$ cat config.mk
export PLATFORM = sky130hd
export DESIGN_NAME = pc_sequencer
export DESIGN_NICKNAME = d
export VERILOG_FILES = /design/src/rtl/pc_sequencer.sv
export SDC_FILE = /design/constraint.sdc
export NUM_CORES = 1
export LEC_CHECK = 0
export ABC_AREA = 1
export CAP_MARGIN = 20
export CORE_ASPECT_RATIO = 2
export CORE_UTILIZATION = 48
export CTS_BUF_LIST = sky130_fd_sc_hd__clkbuf_2
export DETAILED_ROUTE_END_ITERATION = 10
export PLACE_DENSITY = 0.83
export SLEW_MARGIN = 20
export SYNTH_ARGS = -nofsm -noshare
export SYNTH_HDL_FRONTEND = slang
export SYNTH_SLANG_ARGS = --single-unit
$ cat constraint.sdc
create_clock -name clk_i -period 4 [get_ports clk_i]
set_input_delay 0.4 -clock clk_i [delete_from_list [all_inputs] [get_ports clk_i]]
set_output_delay 0.4 -clock clk_i [all_outputs]
set_load 0.01 [all_outputs]
$ cat src/rtl/pc_sequencer.sv
// -----------------------------------------------------------------------------
// pc_sequencer
//
// Instruction-side sequencer for the multi-cycle CPU. Owns the PC, fetches
// one instruction at a time from instruction memory, holds it for the
// decoder/datapath while it executes, then selects the next PC from the
// decoder's branch/jump controls and the ALU flags.
//
// Handshakes:
//   imem: imem_req_o is high for the whole FETCH state with imem_addr_o held
//         at the PC; the transfer happens in the cycle imem_ack_i is high
//         (same-cycle ack is legal). imem_ack_i is ignored outside FETCH.
//   exec: instr_valid_o is high for the whole EXEC state; the datapath raises
//         exec_done_i for the cycle in which the branch/jump controls and ALU
//         flags are valid. That cycle retires the instruction (retire_o).
//
// Ports:
//   clk_i, rst_i        clock, synchronous active-high reset
//   imem_req_o/addr_o   fetch request and address (address == pc_o)
//   imem_ack_i/data_i   fetch completion and instruction word
//   instr_o             latched instruction
//   instr_valid_o       high while in EXEC
//   exec_done_i         current instruction finished, controls valid
//   branch_i            decoder Branch
//   branch_type_i       0=BEQ 1=BLE 2=BLT 3=BNEZ
//   jump_i              0=none 1=J/JAL 2=JR 3=none
//   alu_zero_i/neg_i    ALU flags
//   rs_data_i           JR target
//   pc_o, link_o        current PC and PC+4
//   retire_o            one-cycle retire pulse
//   trap_o              one-cycle misaligned-target trap pulse
//   dbg_state_o         FSM state (0=FETCH, 1=EXEC)
//
// Build option: define MISALIGN_TRAP_EN to redirect misaligned targets to
// TRAP_VEC and pulse trap_o; otherwise target bits [1:0] are cleared and
// trap_o is tied low.
// -----------------------------------------------------------------------------
module pc_sequencer #(
  parameter logic [31:0] RESET_PC = 32'h0000_0000,
  parameter logic [31:0] TRAP_VEC = 32'h0000_0080
) (
  input  logic        clk_i,
  input  logic        rst_i,
  output logic        imem_req_o,
  output logic [31:0] imem_addr_o,
  input  logic        imem_ack_i,
  input  logic [31:0] imem_data_i,
  output logic [31:0] instr_o,
  output logic        instr_valid_o,
  input  logic        exec_done_i,
  input  logic        branch_i,
  input  logic [1:0]  branch_type_i,
  input  logic [1:0]  jump_i,
  input  logic        alu_zero_i,
  input  logic        alu_neg_i,
  input  logic [31:0] rs_data_i,
  output logic [31:0] pc_o,
  output logic [31:0] link_o,
  output logic        retire_o,
  output logic        trap_o,
  output logic        dbg_state_o
);

  typedef enum logic {
    ST_FETCH = 1'b0,
    ST_EXEC  = 1'b1
  } state_t;

  state_t      r_state;
  state_t      w_state_nxt;
  logic [31:0] r_pc;
  logic [31:0] r_instr;

  logic [31:0] w_pc4;
  logic [31:0] w_br_off;
  logic        w_taken;
  logic [31:0] w_target;
  logic [31:0] w_next_pc;
  logic        w_retire;
  logic        w_fetch_hs;

  // ---------------------------------------------------------------------------
  // Next-PC selection
  // ---------------------------------------------------------------------------
  assign w_pc4    = r_pc + 32'd4;
  assign w_br_off = {{14{r_instr[15]}}, r_instr[15:0], 2'b00};

  always_comb begin
    w_taken = 1'b0;
    case (branch_type_i)
      2'd0:    w_taken = alu_zero_i;
      2'd1:    w_taken = alu_zero_i | alu_neg_i;
      2'd2:    w_taken = alu_neg_i & ~alu_zero_i;
      default: w_taken = ~alu_zero_i;
    endcase
  end

  // Jump beats branch; jump_i==3 falls through to the branch/sequential path.
  always_comb begin
    w_target = w_pc4;
    if (jump_i == 2'd2) begin
      w_target = rs_data_i;
    end else if (jump_i == 2'd1) begin
      w_target = {w_pc4[31:28], r_instr[25:0], 2'b00};
    end else if (branch_i && w_taken) begin
      w_target = w_pc4 + w_br_off;
    end
  end

`ifdef MISALIGN_TRAP_EN
  logic w_misalign;
  assign w_misalign = |w_target[1:0];
  assign w_next_pc  = w_misalign ? TRAP_VEC : w_target;
  assign trap_o     = w_retire & w_misalign;
`else
  // TRAP_VEC only matters with the trap enabled; keep it referenced.
  logic [31:0] w_unused_trap_vec;
  assign w_unused_trap_vec = TRAP_VEC;
  assign w_next_pc = {w_target[31:2], 2'b00};
  assign trap_o    = 1'b0;
`endif

  // ---------------------------------------------------------------------------
  // FSM: state register
  // ---------------------------------------------------------------------------
  always_ff @(posedge clk_i) begin
    if (rst_i) begin
      r_state <= ST_FETCH;
    end else begin
      r_state <= w_state_nxt;
    end
  end

  // ---------------------------------------------------------------------------
  // FSM: next state and handshake outputs
  // ---------------------------------------------------------------------------
  always_comb begin
    w_state_nxt   = r_state;
    imem_req_o    = 1'b0;
    instr_valid_o = 1'b0;
    w_retire      = 1'b0;
    w_fetch_hs    = 1'b0;
    case (r_state)
      ST_FETCH: begin
        imem_req_o = 1'b1;
        if (imem_ack_i) begin
          w_fetch_hs  = 1'b1;
          w_state_nxt = ST_EXEC;
        end
      end
      ST_EXEC: begin
        instr_valid_o = 1'b1;
        if (exec_done_i) begin
          // A reset in the done cycle wins: no retire is reported.
          w_retire    = ~rst_i;
          w_state_nxt = ST_FETCH;
        end
      end
      default: w_state_nxt = ST_FETCH;
    endcase
  end

  // ---------------------------------------------------------------------------
  // PC and instruction registers
  // ---------------------------------------------------------------------------
  always_ff @(posedge clk_i) begin
    if (rst_i) begin
      r_pc    <= RESET_PC;
      r_instr <= 32'h0000_0000;
    end else begin
      if (w_fetch_hs) begin
        r_instr <= imem_data_i;
      end
      if (w_retire) begin
        r_pc <= w_next_pc;
      end
    end
  end

  assign imem_addr_o = r_pc;
  assign pc_o        = r_pc;
  assign link_o      = w_pc4;
  assign instr_o     = r_instr;
  assign retire_o    = w_retire;
  assign dbg_state_o = r_state;

endmodule

Yosys cells after proc, flatten, opt, wreduce, memory -nomap -nowiden. Index checks and enable logic that the tools add are counted.

Flip-flop bits (word level): 63. Input bits: 75. Output and inout port bits: 133. Word-level logic and storage cells: 28.

$add $sub $neg: 2. Equal/unequal tests: 4. Mux-type cells: 12. Bitwise logic cells: 5. Reductions and logical operators: 2.

Operators with widths (count): 32-bit 2-to-1 mux (3); 32-bit by 3-bit adder with 32-bit output (second input constant) (1); 32-bit adder (1); 1-bit 2-to-1 mux (7); 2-bit by 1-bit equality test with 1-bit output (second input constant) (2); 2-bit equality test (second input constant) (2); 1-bit inverter (3); 1-bit one-hot mux with 3 select lines (1); 2-bit zero test (1); 1-bit one-hot mux with 2 select lines (1); 1-bit bitwise AND (1); 1-bit logical AND (1); 1-bit bitwise OR (1).

Longest topological paths before layout.
Word-level depth: 7. Mapped depth: 24. Mapped depth without buffers: 24.

Least setup slack after synthesis. OpenSTA, ideal clock, no wires.

Path kind: reg-to-reg. From: reg r_pc[2], in the netlist imem_addr_o[2]. To: reg r_pc[27], in the netlist imem_addr_o[27]. Setup time: 0.131 ns. Data arrival time: 2.889 ns. Data required time: 3.869 ns. Slack: 0.981 ns. Cell stages (with the launch flop): 23. Buffers on the path: 0. Period minus slack after synthesis: 3.019 ns. Path through: dfxtp_1 ha_1 nand3_1 nor2_2 nand4_2 nor2_4 nand2_1 nand2_1 nand2_1 ha_1 nand2_1 nor2_1 inv_1 nor3_1 nand2_1 nand3_1 nand2_1 nand3_1 nand2_1 nand2_1 nand2_1 nand2_1 a21oi_2.

Cells in the longest elaborated chain, start to end: 5.

Ends and longest elaborated chain: start: declaration (RTL line 71) `logic [31:0] r_pc;`; start signal: assignment (RTL line 175) `r_pc <= w_next_pc;`; 32-bit by 3-bit adder with 32-bit output (RTL line 85) `assign w_pc4 = r_pc + 32'd4;`; net link_o[26] (RTL line 58) `output logic [31:0] link_o,`; 32-bit adder (RTL line 106) `w_target = w_pc4 + w_br_off;`; 32-bit 2-to-1 mux (RTL line 105) `end else if (branch_i && w_taken) begin`; 32-bit 2-to-1 mux (RTL line 103) `end else if (jump_i == 2'd1) begin`; 32-bit 2-to-1 mux (RTL line 101) `if (jump_i == 2'd2) begin`.

The timed path passes the listed nets, and every way through them passes these cells. A chain may end at the register's enable or synchronous reset.

Worst setup path after layout.
From: reg r_pc[3], in the netlist imem_addr_o[3]. To: reg r_pc[25], in the netlist imem_addr_o[25].

Cells in the longest elaborated chain, start to end: 5.

Ends and longest elaborated chain (RTL line): 32-bit by 3-bit adder with 32-bit output (*) (85); 32-bit adder (106); 32-bit 2-to-1 mux (*) (105); 32-bit 2-to-1 mux (*) (103); 32-bit 2-to-1 mux (*) (101).

Mark *: on every way between the ends. The rest lies on a longest branch, timed or not.

==> flow_summary.rst <==
.. list-table::
   :header-rows: 1

   * - Metric
     - Value
   * - Cell internal power dissipation
     - 1080 uW
   * - Proportion of layout cells with a drive suffix above 1
     - 5.21%
   * - Synth area leaders
     - sky130_fd_sc_hd__dfxtp_1 (20%), sky130_fd_sc_hd__nand2_1 (19%), sky130_fd_sc_hd__nor2_1 (8.3%), sky130_fd_sc_hd__inv_1 (7.6%), sky130_fd_sc_hd__ha_1 (7.2%)
   * - Data required time of the critical path
     - 4.51 ns
   * - CTS tree
     - done
   * - Mean Syn Cell Area
     - 5.83 um^2
   * - Die outline width
     - 82.9 um
   * - Register bit count reported by yosys
     - 63
   * - Capturing point of the worst reg2reg path
     - imem_addr_o[25]
   * - Vias after detailed routing
     - 7551
   * - Commonest non-fill, non-tap cell in the layout
     - sky130_fd_sc_hd__nand2_1
   * - Critical path startpoint
     - imem_addr_o[3]
   * - Final Critical Period
     - 3.59 ns
   * - Final hold violations
     - 0
   * - Largest driver fanout on the critical path
     - 5
   * - Initial Utilization
     - 49.5%
   * - Number of global-route vias before repair
     - 7343
   * - Total Die Area
     - 13600 um^2
   * - Post-CTS sizing
     - 0
   * - Area share of and/or/nand/nor cells after synthesis
     - 38.2%
   * - Max-slew headroom
     - between 20% and 30%
   * - Static Leakage
     - slightly below 0.004 uW
   * - CORE AREA
     - 12700 um^2
   * - Fraction of synthesized area in multiplexers
     - 0%
   * - Highest achievable clock rate
     - 0.278 GHz
   * - Library cells used by synthesis
     - 46
   * - Layout Area Growth over Synthesis
     - 32.3%
   * - Predominant post-synthesis flop cell
     - sky130_fd_sc_hd__dfxtp_1
   * - Worst Setup Slack, final
     - 0.408 ns
   * - Post-layout util
     - 65.4%
   * - Measured slew at the worst slew-check pin
     - ~1.0 ns
   * - Deepest level of the CTS H-tree
     - 3
   * - HPWL after detailed placement
     - 20100 um
   * - Complex-gate fraction of the synthesized area
     - 15.9%
   * - Category of the most critical setup path
     - register to register
   * - Later-pin clock latency in the skew report
     - 0.55 ns
   * - Post-Route Skew
     - 0.0506 ns
   * - CTS buffer count
     - 9
   * - Ratio of routed vias to standard cells
     - 5.40
   * - Startpoint class of the critical path
     - register
   * - Total global routing overflow
     - 0
   * - Die Span Y
     - 164 um
   * - Setup violators final
     - 0
   * - Unrepaired setup endpoints after global routing
     - false
   * - Pin count of the biggest net entering global routing
     - 40
   * - Top-level port count
     - between 200 and 250
   * - DRT Wirelength
     - between 20000 and 25000 um
   * - Net Sw Power
     - 656 uW
   * - Startpoint of the lowest-slack register-to-register path
     - imem_addr_o[3]
   * - Proportion of total power due to net switching
     - 37.8%
   * - Share of total power in the clock network
     - between 20% and 30%
   * - CTS sink count
     - 63
   * - Portion of synthesized cell area occupied by the leading cell type
     - ~20%
   * - Flop-to-flop setup slack
     - just over 0.4 ns
   * - Clock edge transition at the registers on the reported setup and hold paths
     - roughly 0.23 ns
   * - Final period util
     - between 80% and 90%
   * - Most frequent cells in the layout
     - sky130_fd_sc_hd__nand2_1 (316), sky130_fd_sc_hd__clkdlybuf4s50_1 (198), sky130_fd_sc_hd__nor2_1 (139), sky130_fd_sc_hd__inv_1 (128), sky130_fd_sc_hd__o21ai_0 (84)
   * - DRC
     - 0
   * - Result of the run
     - completed
   * - Worst setup path endpoint
     - imem_addr_o[25]
   * - FFs w/ async S/R, synth
     - 0%
   * - Top cell type by total area after synthesis
     - sky130_fd_sc_hd__dfxtp_1
   * - Synthesis Warnings
     - 0
   * - Dominant combinational cell family by area after synthesis
     - simple AND/OR/NAND/NOR gates
   * - Part of the Yosys area used for sequential elements
     - 20.1%
   * - Post-synth EDFFs
     - 0
   * - Area of the mapped netlist
     - about 6300 um^2
   * - Path type of the worst min-delay path
     - input port to register
   * - Signal arrival time at the worst endpoint
     - 4.10 ns
   * - Number of cells on the worst reg-to-reg path
     - 20
   * - Synthesized instance count
     - 1078
   * - Worst setup EP type
     - register
   * - Number of optimization iterations in the first detailed-route pass
     - 5
   * - Max-cap check violation count
     - 0
   * - Worst slack at placement
     - between 0.4 and 0.5 ns
   * - Placed instance area
     - 8190 um^2
   * - Peak supply drop
     - 282 uV
   * - Number of port buffers
     - 198
   * - Initial antenna violation count
     - 1
   * - Post-detailed-route count of antenna-violating nets
     - 0
   * - Synthesized-area fraction occupied by xor and xnor cells
     - 4.02%
   * - First-pass GRT wire length
     - 37700 um
   * - Total global-route track usage
     - 36.1%
   * - Quantity of hold-fixing buffers added after cts
     - 0
   * - Part of the total power dissipated in sequential elements
     - a little over two fifths
   * - Last weighted congestion value of the routability-driven placer
     - around 0.97
   * - Post-synthesis adder-cell area fraction
     - 7.49%
   * - Postcts setup bufs
     - 0
   * - CTS Root Cell
     - sky130_fd_sc_hd__clkbuf_2
   * - Gate power share
     - 34.0%
   * - Average detailed-routed wire length per instance
     - around 18 um
   * - Pwr/cell area
     - about 210 nW/um^2
   * - Row count
     - 58
   * - Final design instance area without fill
     - 8310 um^2
   * - Final Max Slew Viols
     - 0
   * - Clock buffer depth
     - 2
   * - Setup_tns
     - 0 ns
   * - Final layout net count
     - 1354
   * - Starting DRC count in detailed routing
     - 469
-- power groups by stage --
stage,Sequential [uW],Combinational [uW],Clock [uW]
2_1_floorplan,733,290,0
3_3_place_gp,732,577,0
4_1_cts,720,585,424
5_1_grt,727,637,448
6_report,722,590,423
3_5_place_dp,732,581,0
-- per-stage QoR --
step,power [uW],hold WS (ns),instances
final,1730,0.390,1398
after global routing,1810,0.396,1398
after CTS,1730,0.378,1397
after detailed placement,1310,0.495,1381
after global placement,1310,0.484,1381
after floorplan,1020,0.499,1084
-- sequential cells by signal, summed over array words and instances (netlist names) --
| signal | flops |
|---|---|
| dbg_state_o | 1 |
| instr_o | 32 |
| imem_addr_o | 30 |
-- cells by family after synthesis --
| logic type | after synthesis |
|---|---|
| adders and majority gates | 37 |
| AOI/OAI and AO/OA | 184 |
| buffers and inverters | 199 |
| other | 1 |
| DFF | 63 |
| and+or+nand+nor | 566 |
| xor gates and xnor gates | 28 |
-- routing by layer --
| layer | global-route usage (%) | vias up | part of all wire (%) |
|---|---|---|---|
| met5 | 0 | - | 0 |
| met4 | 28.4 | 0 | 8.1 |
| met3 | 4.37 | 87 | 5.5 |
| met2 | 66.5 | 350 | 51 |
| met1 | 36.2 | 3373 | 36 |
| li1 | - | 3741 | - |
-- cell type report --
type	count	area [um^2]
repair buffers	213	2090
flip-flops and latches	63	1260
multi-input cells	822	4150
clock inverters	7	73.8
fillers	1217	4390
inverters	133	499
well taps	150	188
clock buffers	9	45.0
diodes	1	2.50
-- worst min path at each step --
stage          depth (start not counted)          end  slack (ns)            start
2_1_floorplan                          2  instr_o[10]        0.50      instr_o[10]
3_3_place_gp                           2  instr_o[10]        0.48      instr_o[10]
3_5_place_dp                           2  instr_o[10]        0.50      instr_o[10]
4_1_cts                                3  instr_o[29]        0.38  imem_data_i[29]
5_1_grt                                3  instr_o[29]        0.40  imem_data_i[29]
6_report                               3  instr_o[29]        0.39  imem_data_i[29]
-- Yosys cell counts (4+ instances only) --
master	number
sky130_fd_sc_hd__a21oi_1	66
sky130_fd_sc_hd__a31oi_1	4
sky130_fd_sc_hd__buf_4	39
sky130_fd_sc_hd__clkbuf_1	24
sky130_fd_sc_hd__dfxtp_1	63
sky130_fd_sc_hd__ha_1	36
sky130_fd_sc_hd__inv_1	128
sky130_fd_sc_hd__nand2_1	316
sky130_fd_sc_hd__nand2_2	5
sky130_fd_sc_hd__nand3_1	56
sky130_fd_sc_hd__nand4_1	15
sky130_fd_sc_hd__nor2_1	139
sky130_fd_sc_hd__nor2_4	5
sky130_fd_sc_hd__nor3_1	8
sky130_fd_sc_hd__o211ai_1	9
sky130_fd_sc_hd__o21ai_0	84
sky130_fd_sc_hd__o21ai_1	4
sky130_fd_sc_hd__o21bai_1	7
sky130_fd_sc_hd__xnor2_1	7
sky130_fd_sc_hd__xor2_1	20
-- critical path: stages (launching register included) --
cell	delay [ns]
sky130_fd_sc_hd__dfxtp_1	0.48
sky130_fd_sc_hd__ha_1	0.30
sky130_fd_sc_hd__nand3_1	0.18
sky130_fd_sc_hd__nor2_2	0.17
sky130_fd_sc_hd__nand4_2	0.14
sky130_fd_sc_hd__nor2_4	0.22
sky130_fd_sc_hd__nand2_2	0.07
sky130_fd_sc_hd__xor2_1	0.20
sky130_fd_sc_hd__inv_1	0.09
sky130_fd_sc_hd__ha_1	0.36
sky130_fd_sc_hd__a21oi_1	0.25
sky130_fd_sc_hd__o21ai_0	0.15
sky130_fd_sc_hd__a21oi_1	0.21
sky130_fd_sc_hd__nand3_1	0.09
sky130_fd_sc_hd__nand2_1	0.06
sky130_fd_sc_hd__nand3_1	0.14
sky130_fd_sc_hd__nand2_1	0.15
sky130_fd_sc_hd__nand2_1	0.06
sky130_fd_sc_hd__nand2_1	0.05
sky130_fd_sc_hd__nand2_1	0.06
sky130_fd_sc_hd__a21oi_1	0.11
Note: power is estimated with default switching activity, not from simulation.
